--- config.mk ---
export PLATFORM = sky130hd
export DESIGN_NAME = dmem_wait
export DESIGN_NICKNAME = d
export VERILOG_FILES = /design/src/rtl/dmem_wait.sv
export SDC_FILE = /design/constraint.sdc
export NUM_CORES = 2
export LEC_CHECK = 0
export BUFFER_PORTS_ARGS = -buffer_cell sky130_fd_sc_hd__buf_2
export CAP_MARGIN = 10
export CORE_MARGIN = 2
export CORE_UTILIZATION = 52
export CTS_CLUSTER_SIZE = 20
export DETAILED_ROUTE_END_ITERATION = 7
export GPL_ROUTABILITY_DRIVEN = 0
export PLACE_DENSITY = 0.74
export SLEW_MARGIN = 20
export SYNTH_ARGS = -nofsm -noshare
export SYNTH_HDL_FRONTEND = slang
export SYNTH_SLANG_ARGS = --single-unit
--- constraint.sdc ---
create_clock -name clk -period 3.75 [get_ports clk]
set_clock_uncertainty 0.15 [all_clocks]
set_input_delay 0.375 -clock clk [delete_from_list [all_inputs] [get_ports clk]]
set_output_delay 0.375 -clock clk [all_outputs]
set_load 0.02 [all_outputs]
--- src/rtl/dmem_wait.sv ---
// dmem_wait: single-port data memory with a fixed response latency.
//
// A request is captured while the FSM is idle or in its response cycle. The
// FSM then waits WAIT_CYCLES cycles and raises ready for exactly one cycle.
// Reads load rd on the edge that enters the response cycle. Writes are
// byte-masked and committed on the edge that leaves the response cycle.
// Misaligned or out-of-range accesses report err with ready, write nothing
// and return rd = 0. Memory contents are not touched by reset.
//
// Ports:
//   clk    - clock, all state changes on the rising edge
//   reset  - asynchronous active-low reset
//   req    - access request (sampled only in idle or in the response cycle)
//   we     - 1 = write, 0 = read (captured with req)
//   a      - byte address (captured with req)
//   wd     - write data (captured with req)
//   be     - write byte enables (captured with req)
//   rd     - registered read data
//   ready  - one-cycle response pulse
//   err    - error flag, meaningful only while ready = 1
//   stall  - req & ~ready, freezes the pipeline memory stage
module dmem_wait #(
  parameter int unsigned DATA_W      = 32,
  parameter int unsigned ADDR_W      = 32,
  parameter int unsigned DEPTH       = 64,
  parameter int unsigned WAIT_CYCLES = 2
) (
  input  logic                clk,
  input  logic                reset,
  input  logic                req,
  input  logic                we,
  input  logic [ADDR_W-1:0]   a,
  input  logic [DATA_W-1:0]   wd,
  input  logic [DATA_W/8-1:0] be,
  output logic [DATA_W-1:0]   rd,
  output logic                ready,
  output logic                err,
  output logic                stall
);

  localparam int unsigned BeW   = DATA_W / 8;
  localparam int unsigned IdxW  = ADDR_W - 2;
  localparam int unsigned MemAw = (DEPTH > 1) ? $clog2(DEPTH) : 1;

  // Word-index bound; assumes DEPTH is representable in ADDR_W-2 bits.
  localparam logic [IdxW-1:0] DepthIdx = IdxW'(DEPTH);
  localparam logic [3:0]      WaitInit = 4'(WAIT_CYCLES);

  typedef enum logic [1:0] {
    StIdle = 2'd0,
    StWait = 2'd1,
    StResp = 2'd2
  } state_t;

  // ---------------------------------------------------------------------------
  // State
  // ---------------------------------------------------------------------------
  state_t            r_state;
  logic [3:0]        r_cnt;
  logic              r_we;
  logic [ADDR_W-1:0] r_a;
  logic [DATA_W-1:0] r_wd;
  logic [BeW-1:0]    r_be;
  logic [DATA_W-1:0] r_rd;
  logic              r_ready;
  logic              r_err;

  logic [DATA_W-1:0] r_mem [DEPTH];

  // ---------------------------------------------------------------------------
  // Combinational helpers
  // ---------------------------------------------------------------------------
  logic              w_cap;
  logic              w_enter_resp;
  logic              w_acc_we;
  logic [ADDR_W-1:0] w_acc_a;
  logic [IdxW-1:0]   w_acc_idx;
  logic              w_acc_err;
  logic              w_wr_en;
  logic [MemAw-1:0]  w_wr_idx;
  logic [DATA_W-1:0] w_rdata;

  // A request is accepted only while idle or in the response cycle.
  assign w_cap = req & ((r_state == StIdle) | (r_state == StResp));

  // Entering the response cycle: either directly on capture (no wait states)
  // or after the last wait cycle.
  assign w_enter_resp = (w_cap & (WAIT_CYCLES == 0)) |
                        ((r_state == StWait) & (r_cnt == 4'd1));

  // With no wait states the response is produced on the capture edge, so the
  // access fields come straight from the ports; otherwise from the capture regs.
  assign w_acc_we  = w_cap ? we : r_we;
  assign w_acc_a   = w_cap ? a  : r_a;
  assign w_acc_idx = w_acc_a[ADDR_W-1:2];
  assign w_acc_err = (w_acc_a[1:0] != 2'b00) | (w_acc_idx >= DepthIdx);

  // The pending write commits on the edge leaving the response cycle.
  assign w_wr_en  = (r_state == StResp) & r_we & ~r_err;
  assign w_wr_idx = r_a[MemAw+1:2];

  // Read data with bypass of the write committing on this same edge; only
  // reachable with zero wait states and a back-to-back read of that word.
  always_comb begin
    w_rdata = r_mem[w_acc_idx[MemAw-1:0]];
    if (w_wr_en && (r_a[ADDR_W-1:2] == w_acc_idx)) begin
      for (int unsigned b = 0; b < BeW; b++) begin
        if (r_be[b]) begin
          w_rdata[8*b +: 8] = r_wd[8*b +: 8];
        end
      end
    end
  end

  // ---------------------------------------------------------------------------
  // FSM with registered outputs
  // ---------------------------------------------------------------------------
  always_ff @(posedge clk or negedge reset) begin
    if (!reset) begin
      r_state <= StIdle;
      r_cnt   <= 4'd0;
      r_we    <= 1'b0;
      r_a     <= '0;
      r_wd    <= '0;
      r_be    <= '0;
      r_rd    <= '0;
      r_ready <= 1'b0;
      r_err   <= 1'b0;
    end else begin
      r_ready <= w_enter_resp;
      r_err   <= w_enter_resp & w_acc_err;

      if (w_enter_resp) begin
        if (w_acc_err) begin
          r_rd <= '0;
        end else if (!w_acc_we) begin
          r_rd <= w_rdata;
        end
      end

      if (w_cap) begin
        r_we  <= we;
        r_a   <= a;
        r_wd  <= wd;
        r_be  <= be;
        if (WAIT_CYCLES == 0) begin
          r_cnt   <= 4'd0;
          r_state <= StResp;
        end else begin
          r_cnt   <= WaitInit;
          r_state <= StWait;
        end
      end else if (r_state == StWait) begin
        r_cnt <= r_cnt - 4'd1;
        if (r_cnt == 4'd1) begin
          r_state <= StResp;
        end
      end else begin
        // Response cycle without a new request, idle, or an unused encoding.
        r_state <= StIdle;
      end
    end
  end

  // ---------------------------------------------------------------------------
  // Storage (no reset: contents survive reset)
  // ---------------------------------------------------------------------------
  always_ff @(posedge clk) begin
    if (w_wr_en) begin
      for (int unsigned b = 0; b < BeW; b++) begin
        if (r_be[b]) begin
          r_mem[w_wr_idx][8*b +: 8] <= r_wd[8*b +: 8];
        end
      end
    end
  end

  // ---------------------------------------------------------------------------
  // Outputs
  // ---------------------------------------------------------------------------
  assign rd    = r_rd;
  assign ready = r_ready;
  assign err   = r_err;
  assign stall = req & ~r_ready;

endmodule

* Word-level counts from Yosys, hierarchy flattened *
Memories as Yosys holds them, arrays and structs flattened.
Index checks and enable logic that the tools add are counted.

word-level totals
  memories = 1
  memory bits (writable) = 2048
  input bits = 72
  word-level logic and storage cells = 59
  flip-flop bits (word level) = 109

memory list
  name   words  bits a word  rd ports  clocked after Yosys merged registers in  write ports  line  source
  r_mem  64     32           1         0                                        1            68    logic [DATA_W-1:0] r_mem [DEPTH];

operators by class
  eq/ne operators = 6
  $add $sub $neg = 1
  $lt $le $gt $ge = 1
  reduce and logical (&&, ||, !) cells = 5
  mux-type cells = 26
  bitwise operators = 10

operator list
  cell                                                                count
  two-way mux 32 bit                                                  4
  two-way mux 8 bit                                                   4
  equality test 30 bit                                                1
  greater-or-equal comparator 30 x 7 -> 1 bit, second input constant  1
  two-way mux 1 bit                                                   13
  two-way mux 4 bit                                                   2
  AND 1 bit                                                           6
  two-way mux 2 bit                                                   3
  equality test 4 x 1 -> 1 bit, second input constant                 1
  nonzero test 2 bit                                                  2
  subtractor 4 x 1 -> 4 bit, second input constant                    1
  inequality test 3 x 2 -> 1 bit, second input constant               1
  equality test 2 x 1 -> 1 bit, second input constant                 1
  equality test 2 bit, second input constant                          1
  logical NOT 2 bit                                                   1
  inequality test 2 x 1 -> 1 bit, second input constant               1
  NOT 1 bit                                                           2
  OR 1 bit                                                            2
  AND reduction 2 bit                                                 1
  logical AND 1 bit                                                   1

* Logic depth before layout (Yosys ltp) *
  depth after elaboration = 9
  gate-level depth with buffers = 15
  mapped depth without buffers = 10

* Least setup slack after synthesis *
No wires, ideal clock.

  kind = register to register
  start point = register r_state[0]
  end point = register r_rd[10] (netlist: rd[10])
  required time = 3478 ps
  arrival = 2383 ps
  path slack = 1096 ps
  stages on the path, launching flop included = 12
  cells stage by stage = dfrtp_1 nand2b_1 buf_6 a21oi_4 inv_4 buf_6 nor2_1 a32oi_1 and3_1 a2111oi_0 nor4_1 a32o_1

on the way
  cells in the longest elaborated chain, start to end = 9

RTL lines
  item                                                                                                 line  source
  start, declared                                                                                      58    state_t r_state;
  start signal, assigned                                                                               120   r_state <= StIdle;
  start signal, assigned                                                                               148   r_state <= StResp;
  start signal, assigned                                                                               151   r_state <= StWait;
  parallel branches: the longest is 9 deep, another holds greater-or-equal comparator 30 x 7 -> 1 bit  -
  end signal, assigned                                                                                 137   r_rd <= w_rdata;
  end, declared                                                                                        64    logic [DATA_W-1:0] r_rd;

Several ways; the timed one is not identified. The select of a mux whose other input is x is not followed.
A chain may end at the register's enable or synchronous reset.

* Final worst setup path *
  start point = register r_state[0]
  end point = register r_rd[20] (netlist: rd[20])

The elaborated chain is that of the path after synthesis.

==> results.json <==
{
  "power_dens_cells_nw_per_um2": 795,
  "clock_latency_on_the_worst_skew_pair_ns": 0.88,
  "vias_per_cell": 6.62,
  "worst_setup_path_end_kind": "flop",
  "worstPathCellList": "nand2b_4 -> a21oi_4 -> inv_8 -> buf_12 -> nor2_4 -> buf_12 -> a32oi_1 -> a31oi_1 -> nor4_2 -> nand4_1 -> nand2_1",
  "coreArea_sq_um": 163000,
  "design.final.nets": 6594,
  "outcome": "finished with violations",
  "clock_tree.root_cell": "sky130_fd_sc_hd__clkbuf_16",
  "io_pins": 107,
  "maximum_capacitance_violations": 0,
  "crit_fanout": 71,
  "timing_worst_slew_pin_value_ns": 1.29,
  "routed_antenna_nets": 0,
  "crit_top_cell": "sky130_fd_sc_hd__buf_12",
  "cts.reportedPaths.clkPinSlew_ns": 0.06,
  "start_util": 0.524,
  "drt_wl_total_um": 281000,
  "min-delay-path-class": "input pin to flop",
  "io_buffer_count": 106,
  "finalNonFillerCells": 8892,
  "report.final.setup_viol": 4,
  "cp.buffers_inverters": 3,
  "slowest_delay_ns": 0.55,
  "floorplan.die_area_sq_um": 167000,
  "netlist_area_sq_um": 85100,
  "synth_sequential_area_ratio": 0.754,
  "syn_inst": 5989,
  "synth.yosys.warnings": 0,
  "hpwl_dp_um": 178000,
  "worstPathRequired_ns": 4.36,
  "global_route.overflow_total": 0,
  "critical-path-top-delay-family": "simple AND/OR/NAND/NOR gates",
  "grt_setup_unrepaired": "true",
  "proportion_of_synthesized_flip_flops_having_asynchronous_set_or_reset": 0.0505,
  "final_common_cell": "sky130_fd_sc_hd__edfxtp_1",
  "wire_length_of_the_first_global_routing_pass_um": 393000,
  "synthesis.nets": 6063,
  "synth-seq-cells": 2157,
  "ys_dominant_reg_cell": "sky130_fd_sc_hd__edfxtp_1",
  "violations": "design-rule violations, negative setup slack",
  "cpMaxStageDelayCell": "sky130_fd_sc_hd__dfrtp_1",
  "tritoncts.num_buffers": 204,
  "drive_above_1_share": 0.161,
  "grt_pass1_vias": 55300,
  "final.setup.worst_slack_ns": -0.142,
  "grt_usage": 0.329,
  "numPlacedInstances": 8417,
  "yosysUniqueCellTypes": 71,
  "finalMaxSlewViolations": 0,
  "grt_max_degree": 113,
  "timing.final.crit_period_ns": 3.89,
  "detail_route.drc_violations": 228,
  "die_span_y_um": 409,
  "vias": 58900,
  "number_of_antenna_violations_at_the_first_check_in_global_routing": 30,
  "worst-endpoint-arrival_ns": 4.50,
  "power.ir.vdd_worst_mv": 0.789,
  "ys_top_cells_by_area": "sky130_fd_sc_hd__edfxtp_1 (72%), sky130_fd_sc_hd__nand2_1 (6.9%), sky130_fd_sc_hd__dfrtp_1 (3.2%), sky130_fd_sc_hd__nand3_1 (2.4%), sky130_fd_sc_hd__mux4_2 (2.3%)",
  "fp-row-count": 148,
  "ratio_of_final_minimum_period_to_clock_period": 1.04,
  "cts-htree-levels": 4,
  "crit_path_start_kind": "flop",
  "synth_edf_count": 2048,
  "dieWidth_um": 409,
  "synthToLayoutAreaGrowth_pct": 16.0,
  "drtIter0Drc": 11700,
  "detailedRoute.firstPassIterationCount": 8,
  "clock.fmax_ghz": 0.257,
  "yosysTopAreaCellShare": 0.722,
  "worst_slew_margin_rel": 0.140,
  "finalHoldViolations": 0,
  "power.leakage_nw": 33.9,
  "cts.path.max_buffers": 3,
  "layout.cells.most_common_list": "sky130_fd_sc_hd__edfxtp_1 (2048), sky130_fd_sc_hd__nand2_1 (1562), sky130_fd_sc_hd__buf_4 (467)",
  "hold_ws_ns": 0.0874,
  "yosys.area.top_type": "sky130_fd_sc_hd__edfxtp_1",
  "clock_sinks": 2157,
  "routed_wire_length_per_instance_um": 31.6,
  "tritoncts": "yes",
  "synth_area_per_cell_sq_um": 14.2,
  "crit_type": "flop to flop"
}
==> tightest hold or removal path, stage by stage <==
cell and delay, ns:
sky130_fd_sc_hd__dlygate4sd3_1 0.51, sky130_fd_sc_hd__buf_2 0.09, sky130_fd_sc_hd__nand2_1 0.04, sky130_fd_sc_hd__nand2_1 0.04
==> state kept, by name, indices dropped and copies added (netlist names) <==
name,cells
r_mem,2048
r_a,32
r_wd,32
rd,32
r_be,4
r_cnt,4
r_state,2
err,1
r_we,1
ready,1
==> layer usage <==
layer	routed length [um]	up-vias	track usage
met2	120000	5526	0.473
met1	94000	28600	0.429
li1	-	23600	-
met4	19500	40	0.183
met3	46600	1093	0.126
met5	363	-	0.00718
==> timing repair <==
action	4_1_cts	5_1_grt
hold buffers	68	0
setup endpoints to repair	4	18
gates cloned	0	3
resized for setup	6	19
endpoints found under the hold margin	173	0
buffers inserted	0	1
pin swaps	0	3
==> cells in the mapped netlist (65+ instances only) <==
master                     instances
sky130_fd_sc_hd__nand3_1         404
sky130_fd_sc_hd__nand4_1          65
sky130_fd_sc_hd__edfxtp_1       2048
sky130_fd_sc_hd__a31oi_1         157
sky130_fd_sc_hd__clkbuf_1        113
sky130_fd_sc_hd__a22oi_1          83
sky130_fd_sc_hd__a21oi_1         136
sky130_fd_sc_hd__buf_2           178
sky130_fd_sc_hd__nor2_1          296
sky130_fd_sc_hd__a32oi_1         109
sky130_fd_sc_hd__dfrtp_1         109
sky130_fd_sc_hd__nand2_1        1567
sky130_fd_sc_hd__mux4_2           86
sky130_fd_sc_hd__mux2i_1         145
==> path summary, 6_finish.rpt <==
path,from,cells after the start,slack [ns],end
setup / recovery,r_state[0],11,-0.14,rd[20]
max in group asynchronous,reset,4,2.34,rd[24]
min in group asynchronous,reset,3,0.44,rd[3]
setup reg to reg,r_state[0],11,-0.14,rd[20]
hold / removal,wd[28],4,0.09,r_wd[28]
hold reg to reg,r_a[1],2,0.34,r_a[1]
==> metrics by stage <==
| step | power [W] | instance area [sq um] | setup TNS (ns) | worst slack [ns] | util |
|---|---|---|---|---|---|
| 6_report | 0.0785 | 98700 | -0.228 | -0.142 | 0.607 |
| 2_1_floorplan | 0.0452 | 85100 | 0 | 1.10 | - |
| 5_1_grt | 0.0800 | 98700 | -0.164 | -0.100 | 0.607 |
| 3_3_place_gp | 0.0561 | 91200 | -0.0596 | -0.0596 | 0.561 |
| 3_5_place_dp | 0.0566 | 91200 | -0.211 | -0.211 | 0.561 |
| 4_1_cts | 0.0768 | 98500 | 0 | 0.00864 | 0.606 |
==> logic make-up (layout without fill, tap and decap cells) <==
group,after synthesis,after routing,synth area share
AO/OA/AOI/OAI,720,720,0.0599
XOR/XNOR,21,21,0.00216
adder cells (fa/ha/maj),2,2,0.000294
buffers and inverters,398,1108,0.0228
flip-flops,2157,2157,0.754
multiplexers,235,235,0.0405
other,0,18,0
AND/OR/NAND/NOR,2456,2456,0.120
==> layout make-up <==
cell class | count | area [sq um]
Clock buffer | 282 | 5570
Inverter | 29 | 154
Sequential cell | 2157 | 64300
Multi-Input combinational cell | 3434 | 19200
Timing Repair Buffer | 694 | 5800
Fill cell | 11800 | 63800
Tap cell | 2175 | 2720
Clock inverter | 103 | 990
Antenna cell | 18 | 45.0
==> where the power goes <==
part / leakage, nW / total (W) / internal, W / switching (W)
logic: 10.8 / 0.0251 / 0.00749 / 0.0177
registers: 19.9 / 0.0330 / 0.0300 / 0.00302
clock network: 3.19 / 0.0204 / 0.0114 / 0.00896
total: 33.9 / 0.0785 / 0.0489 / 0.0296
No activity file was read; power rests on OpenSTA's default activity.
